## src/rtl/shift_sequencer.sv

```systemverilog
// Multi-cycle controller for a 4-mode shift register: loads the operand, then steps it one
// position per clock to perform SLL, SRL or SRA by shamt, and returns the final contents.
module shift_sequencer #(
  parameter int N   = 32,
  parameter int SHW = 5
) (
  input  logic           clk,
  input  logic           rst_n,
  input  logic           start,
  input  logic [1:0]     op,
  input  logic [N-1:0]   operand,
  input  logic [SHW-1:0] shamt,
  output logic           ready,
  output logic           done,
  output logic [N-1:0]   result,
  output logic [N-1:0]   sr_i,
  output logic [1:0]     sr_s,
  output logic           sr_bit,
  input  logic [N-1:0]   sr_q
);

  localparam logic [1:0] ST_IDLE  = 2'd0;
  localparam logic [1:0] ST_LOAD  = 2'd1;
  localparam logic [1:0] ST_SHIFT = 2'd2;
  localparam logic [1:0] ST_DONE  = 2'd3;

  localparam logic [1:0] OP_SLL = 2'b00;
  localparam logic [1:0] OP_SRL = 2'b01;
  localparam logic [1:0] OP_SRA = 2'b10;
  localparam logic [1:0] OP_RSV = 2'b11;

  localparam logic [1:0] SEL_HOLD  = 2'b00;
  localparam logic [1:0] SEL_LEFT  = 2'b01;
  localparam logic [1:0] SEL_RIGHT = 2'b10;
  localparam logic [1:0] SEL_LOAD  = 2'b11;

  localparam logic [SHW-1:0] CNT_ZERO = '0;
  localparam logic [SHW-1:0] CNT_ONE  = {{(SHW-1){1'b0}}, 1'b1};

  logic [1:0]     state_q, state_d;
  logic [SHW-1:0] count_q, count_d;
  logic [1:0]     op_q, op_d;
  logic [N-1:0]   operand_q, operand_d;
  logic [N-1:0]   result_q, result_d;

  // Next-state and capture logic; requests are only taken in IDLE, so start while busy is dropped.
  always_comb begin
    state_d   = state_q;
    count_d   = count_q;
    op_d      = op_q;
    operand_d = operand_q;
    result_d  = result_q;
    case (state_q)
      ST_IDLE: begin
        if (start) begin
          operand_d = operand;
          op_d      = op;
          count_d   = shamt;
          state_d   = ST_LOAD;
        end
      end
      ST_LOAD: begin
        if (count_q == CNT_ZERO || op_q == OP_RSV) begin
          state_d = ST_DONE;
        end else begin
          state_d = ST_SHIFT;
        end
      end
      ST_SHIFT: begin
        count_d = count_q - CNT_ONE;
        if (count_q == CNT_ONE) begin
          state_d = ST_DONE;
        end
      end
      ST_DONE: begin
        result_d = sr_q;
        state_d  = ST_IDLE;
      end
      default: begin
        state_d = ST_IDLE;
      end
    endcase
  end

  always_ff @(posedge clk or negedge rst_n) begin
    if (!rst_n) begin
      state_q   <= ST_IDLE;
      count_q   <= '0;
      op_q      <= OP_SLL;
      operand_q <= '0;
      result_q  <= '0;
    end else begin
      state_q   <= state_d;
      count_q   <= count_d;
      op_q      <= op_d;
      operand_q <= operand_d;
      result_q  <= result_d;
    end
  end

  // Shift-register control decodes straight from state and the captured op.
  always_comb begin
    sr_s   = SEL_HOLD;
    sr_bit = 1'b0;
    case (state_q)
      ST_LOAD: sr_s = SEL_LOAD;
      ST_SHIFT: begin
        case (op_q)
          OP_SLL: sr_s = SEL_LEFT;
          OP_SRL: sr_s = SEL_RIGHT;
          OP_SRA: begin
            // The sign bit re-enters at the top on every right step.
            sr_s   = SEL_RIGHT;
            sr_bit = sr_q[N-1];
          end
          default: sr_s = SEL_HOLD;
        endcase
      end
      default: begin
        sr_s   = SEL_HOLD;
        sr_bit = 1'b0;
      end
    endcase
  end

  assign ready  = (state_q == ST_IDLE);
  assign done   = (state_q == ST_DONE);
  assign sr_i   = operand_q;
  // Result is live from the register during DONE and held from the latched copy afterwards.
  assign result = done ? sr_q : result_q;

endmodule
```

## config.mk

```make
export PLATFORM = sky130hd
export DESIGN_NAME = shift_sequencer
export DESIGN_NICKNAME = d
export VERILOG_FILES = /design/src/rtl/shift_sequencer.sv
export SDC_FILE = /design/constraint.sdc
export NUM_CORES = 1
export LEC_CHECK = 0
export CAP_MARGIN = 25
export CORE_MARGIN = 1.5
export CORE_UTILIZATION = 38
export CTS_BUF_LIST = sky130_fd_sc_hd__clkbuf_2
export DETAILED_ROUTE_END_ITERATION = 10
export GPL_ROUTABILITY_DRIVEN = 0
export MAX_ROUTING_LAYER = met4
export PLACE_DENSITY = 0.78
export SKIP_LAST_GASP = 1
export SLEW_MARGIN = 20
export SYNTH_ARGS = -nofsm -noshare
export SYNTH_HDL_FRONTEND = slang
export SYNTH_SLANG_ARGS = --single-unit
export TNS_END_PERCENT = 50
```

## constraint.sdc

```tcl
create_clock -name clk -period 1.5 [get_ports clk]
set_input_delay 0.375 -clock clk [delete_from_list [all_inputs] [get_ports clk]]
set_output_delay 0.375 -clock clk [all_outputs]
set_load 0.02 [all_outputs]
```

-- Word level (Yosys, flattened, before mapping)
Cells that the tools add are included.
- bits in registers: 73
- output and inout port bits: 69
- add/sub/neg operators: 1
- equal/unequal tests: 9
- multiplexer cells: 11
- reduce and logical (&&, ||, !) cells: 9
- operators with widths (operator ; count):
    32-bit two-way mux ; 1
    5-bit one-hot mux with 2 select lines ; 1
    2-bit equality test, second input constant ; 4
    2-bit one-hot mux with 2 select lines ; 2
    2-bit one-hot mux with 4 select lines ; 1
    2-bit AND reduction ; 3
    5-bit by 1-bit equality test with 1-bit output, second input constant ; 1
    5-bit logical NOT ; 1
    5-bit two-way mux ; 1
    5-bit by 1-bit subtractor with 5-bit output, second input constant ; 1
    2-bit by 1-bit equality test with 1-bit output, second input constant ; 2
    2-bit logical NOT ; 2
    2-bit two-way mux ; 2
    2-bit inequality test, second input constant ; 2
    1-bit two-way mux ; 3
    2-bit nonzero test ; 1
    2-bit OR reduction ; 1
    1-bit logical OR ; 1

-- Logic depth before layout (Yosys ltp)
- word-level depth: 4
- mapped depth: 7

-- Worst setup path before layout
No wires, ideal clock.
- path type: reg-to-output
- start: register state_q[1]
- end: output result[3]
- arrival time: 1.512 ns
- required time: 1.125 ns
- slack: -0.387 ns
- stages on the path, launching flop included: 5
- path buffers: 2
- path through: dfrtp_1 ha_1 clkbuf_1 buf_2 mux2_1
- longest elaborated chain between the ends: 2
- ends and longest elaborated chain (what ; RTL line ; text):
    from (decl) ; 40 ; logic [1:0] state_q, state_d;
    from (signal assigned) ; 93 ; state_q <= state_d;
    2-bit equality test ; 127 ; assign done = (state_q == ST_DONE);
    net done ; 14 ; output logic done,
    32-bit two-way mux ; - ;
    to (decl) ; 15 ; output logic [N-1:0] result,
The timed path passes the listed nets, and every way through them passes these cells.

-- Worst setup path after layout
- start: register state_q[1]
- end: output result[18]
- longest elaborated chain between the ends: 2
- ends and longest elaborated chain (what ; RTL line):
    2-bit equality test ; 127
    32-bit two-way mux ; -
No other way between the ends.

==> flow_summary.json <==
{
  "syn_area_per_cell_um2": 14.62,
  "synth_nets": 294,
  "cts_tree": "built",
  "wl_per_cell_um": 15.19,
  "ys_types": 28,
  "slew_violations": 0,
  "slew_headroom_pct": 73.85,
  "gr-total-overflow": 0,
  "synth.area.top_cells": "dfrtp_1 (60%), mux2_2 (24%), ha_1 (4.5%)",
  "ys_warn_count": 0,
  "vias_per_cell": 4.678,
  "design.die.area_um2": 8588,
  "tightest_slew_ns": 0.3923,
  "finish.utilization_pct": 68.91,
  "areaGrowthSynthToFinish_pct": 75.18,
  "synth_top_family_by_area": "multiplexers",
  "clkTransAtPathRegs_ns": 0.21,
  "cts_buffers": 9,
  "critPathCaptureType": "primary output",
  "ff2ff_setup_slack_ns": -0.31,
  "vdd_drop_max_mv": 1.039,
  "drc": 0,
  "fin_total_pwr_w": 0.01304,
  "critical_path_required_ns": 1.12,
  "combPwrFrac_pct": 66.4,
  "wl_um": 7790,
  "drtAntennaViolNets": 0,
  "vias": 2400,
  "crit_chain": "ha_4, buf_12, buf_4, mux2_4, buf_6",
  "synth_top_area_share_pct": 59.79,
  "switching_power_w": 0.004953,
  "swShare_pct": 37.99,
  "grt_max_degree": 74,
  "p_int_w": 0.008084,
  "ys.flop_type": "dfrtp_1",
  "port-buffer-count": 142,
  "netlist_instances": 209,
  "cts_buffer_depth": 2,
  "layout.nets": 491,
  "synth_fa_ha_area_share_pct": 4.505,
  "rsz0062_at_grt": "true",
  "hp-class": "in -> async",
  "status": "complete, but fails checks",
  "critical_path.max_fanout": 6,
  "fin_ws_ns": -0.7361,
  "cp_slowest_stage_delay_ns": 0.45,
  "ios": 143,
  "fmax_mhz": 447.2,
  "post-route-min-period_ns": 2.236,
  "synth-edff-count": 0,
  "track_usage_pct": 18.24,
  "dr.pass1.iters": 4,
  "ys_seq_area_share_pct": 59.79,
  "p_per_area_nw_per_um2": 2436,
  "cts-root-buf": "clkbuf_2",
  "synth_compound_area_share_pct": 4.668,
  "diodes": 0,
  "core_area_um2": 7767,
  "synth_largest_area_cell": "dfrtp_1",
  "clk_latency_ns": 0.47,
  "setup_viol": 83,
  "clkPwrFrac_pct": 7.1,
  "hold_violations": 0,
  "synthSimpleGateAreaFrac_pct": 3.235,
  "h-tree-depth": 3,
  "die_x_um": 92.67,
  "grt_pass1_vias": 2473,
  "drive_above_1_share_pct": 53.28,
  "period_share_pct": 149.1,
  "worst_path_max_delay_cell": "dfrtp_1",
  "dp_slack_ns": -0.5524,
  "drt-initial-drc-count": 39,
  "syn_area_um2": 3055,
  "synth-xor-area-share_pct": 0,
  "violations": "setup timing",
  "die_y_um": 92.67,
  "clock-sinks": 73,
  "pwr-share-seq_pct": 26.5,
  "worst_clock_skew_ns": 0.02371,
  "max_cap_violations": 0,
  "synthMuxAreaShare_pct": 25.14,
  "cellLeakagePower_nw": 2.464,
  "dp_hpwl_um": 5418,
  "crit_type": "reg -> out",
  "grt_pass1_wl_um": 11840,
  "cp-start-kind": "flip-flop",
  "synth-seq-cells": 73,
  "cp.arrival_ns": 1.86,
  "num_rows": 32,
  "start_util_pct": 39.34,
  "synthArstFlopShare_pct": 100.0,
  "grt_antenna_before_repair": 0,
  "hold_slack_ns": 0.4276
}
[per-stage QoR]
stage / instances / setup TNS (ns) / area, um^2
after floorplan: 209 / -5.118 / 3264
after global placement: 469 / -24.78 / 4962
after detailed placement: 469 / -26.37 / 4962
after CTS: 498 / -43.04 / 5096
after global routing: 513 / -41.31 / 5353
final: 513 / -33.58 / 5353
[worst max-delay path: cells and delay by family (launching register included)]
kind,cells,cell delay (ns)
muxes,1,0.30
DFF,1,0.45
buffers and inverters,3,0.40
adders and majority gates,1,0.22
[cell usage after synthesis (2+ instances only)]
master and n:
a21oi_1 7, buf_2 8, dfrtp_1 73, ha_1 11
inv_1 10, mux2_1 3, mux2_2 64, nand2_1 4
nor2_1 2, nor2b_1 3, o2111ai_1 2, o22a_1 4
or3_1 3
[logic make-up (layout without fill, tap and decap cells)]
logic type               Yosys count  count (layout)
AO/OA/AOI/OAI                     20              20
flip-flops                        73              73
AND/OR/NAND/NOR                   18              18
adder cells (fa/ha/maj)           11              11
buffers and inverters             19             221
multiplexers                      68              68
[cell type report]
cell class | count | area [um^2]
Fill cell | 571 | 2415
Timing Repair Buffer | 195 | 1902
Sequential cell | 73 | 1827
Multi-Input combinational cell | 117 | 1360
Tap cell | 102 | 127.6
Clock inverter | 7 | 46.29
Clock buffer | 9 | 45.04
Inverter | 10 | 45.04
[timing repair]
| action | CTS | global route |
|---|---|---|
| gates cloned | 0 | 1 |
| gates resized for setup | 236 | 140 |
| pin swaps | 1 | 3 |
| hold endpoints to repair | 73 | 0 |
| setup buffers | 12 | 16 |
| endpoints found under the setup margin | 110 | 111 |
| hold buffers | 1 | 0 |
[power groups by stage]
stage	logic [W]	clock network (W)	registers, W
2_1_floorplan	0.00383	0	0.00398
3_3_place_gp	0.00748	0	0.00343
3_5_place_dp	0.00764	0	0.00350
4_1_cts	0.00768	0.000967	0.00345
5_1_grt	0.00917	0.00105	0.00357
6_report	0.00865	0.000924	0.00346
[placed cells by master, fill, tap and decap left out, types with 2 or more instances in the layout]
cell type and count:
nor2b_2 2, inv_1 8, buf_2 16, a21oi_2 3
buf_6 58, nand2_1 4, mux2_4 32, ha_1 7
o2111ai_1 2, inv_6 2, dfrtp_1 73, or3_1 3
clkdlybuf4s50_1 75, mux2_2 34, a21oi_1 4, buf_4 35
clkinvlp_4 2, clkbuf_2 13, buf_12 5, clkinv_2 2
o22a_1 4, ha_4 4
[worst paths after layout]
| path | end | from | cells past startpoint |
|---|---|---|---|
| setup / recovery | result[18] | state_q[1] | 5 |
| hold / removal | result_q[12] | rst_n | 3 |
| setup reg to reg | state_q[1] | state_q[0] | 9 |
| hold reg to reg | result_q[0] | result_q[0] | 1 |
| max in group asynchronous | sr_i[10] | rst_n | 3 |
| min in group clk | sr_i[17] | operand[17] | 2 |
[registers in the layout, indices dropped and copies added (netlist names)]
signal,cells
count_q,5
state_q,2
sr_i,32
result_q,32
op_q,2
[metal layers]
metal	vias up	share of wire (%)	global-route usage [%]
li1	1130	-	-
met1	1170	42	22.84
met2	92	51	29.53
met3	8	5.6	4.187
met4	0	1.1	5.682
met5	-	0	-
No activity file was read; power rests on OpenSTA's default activity.
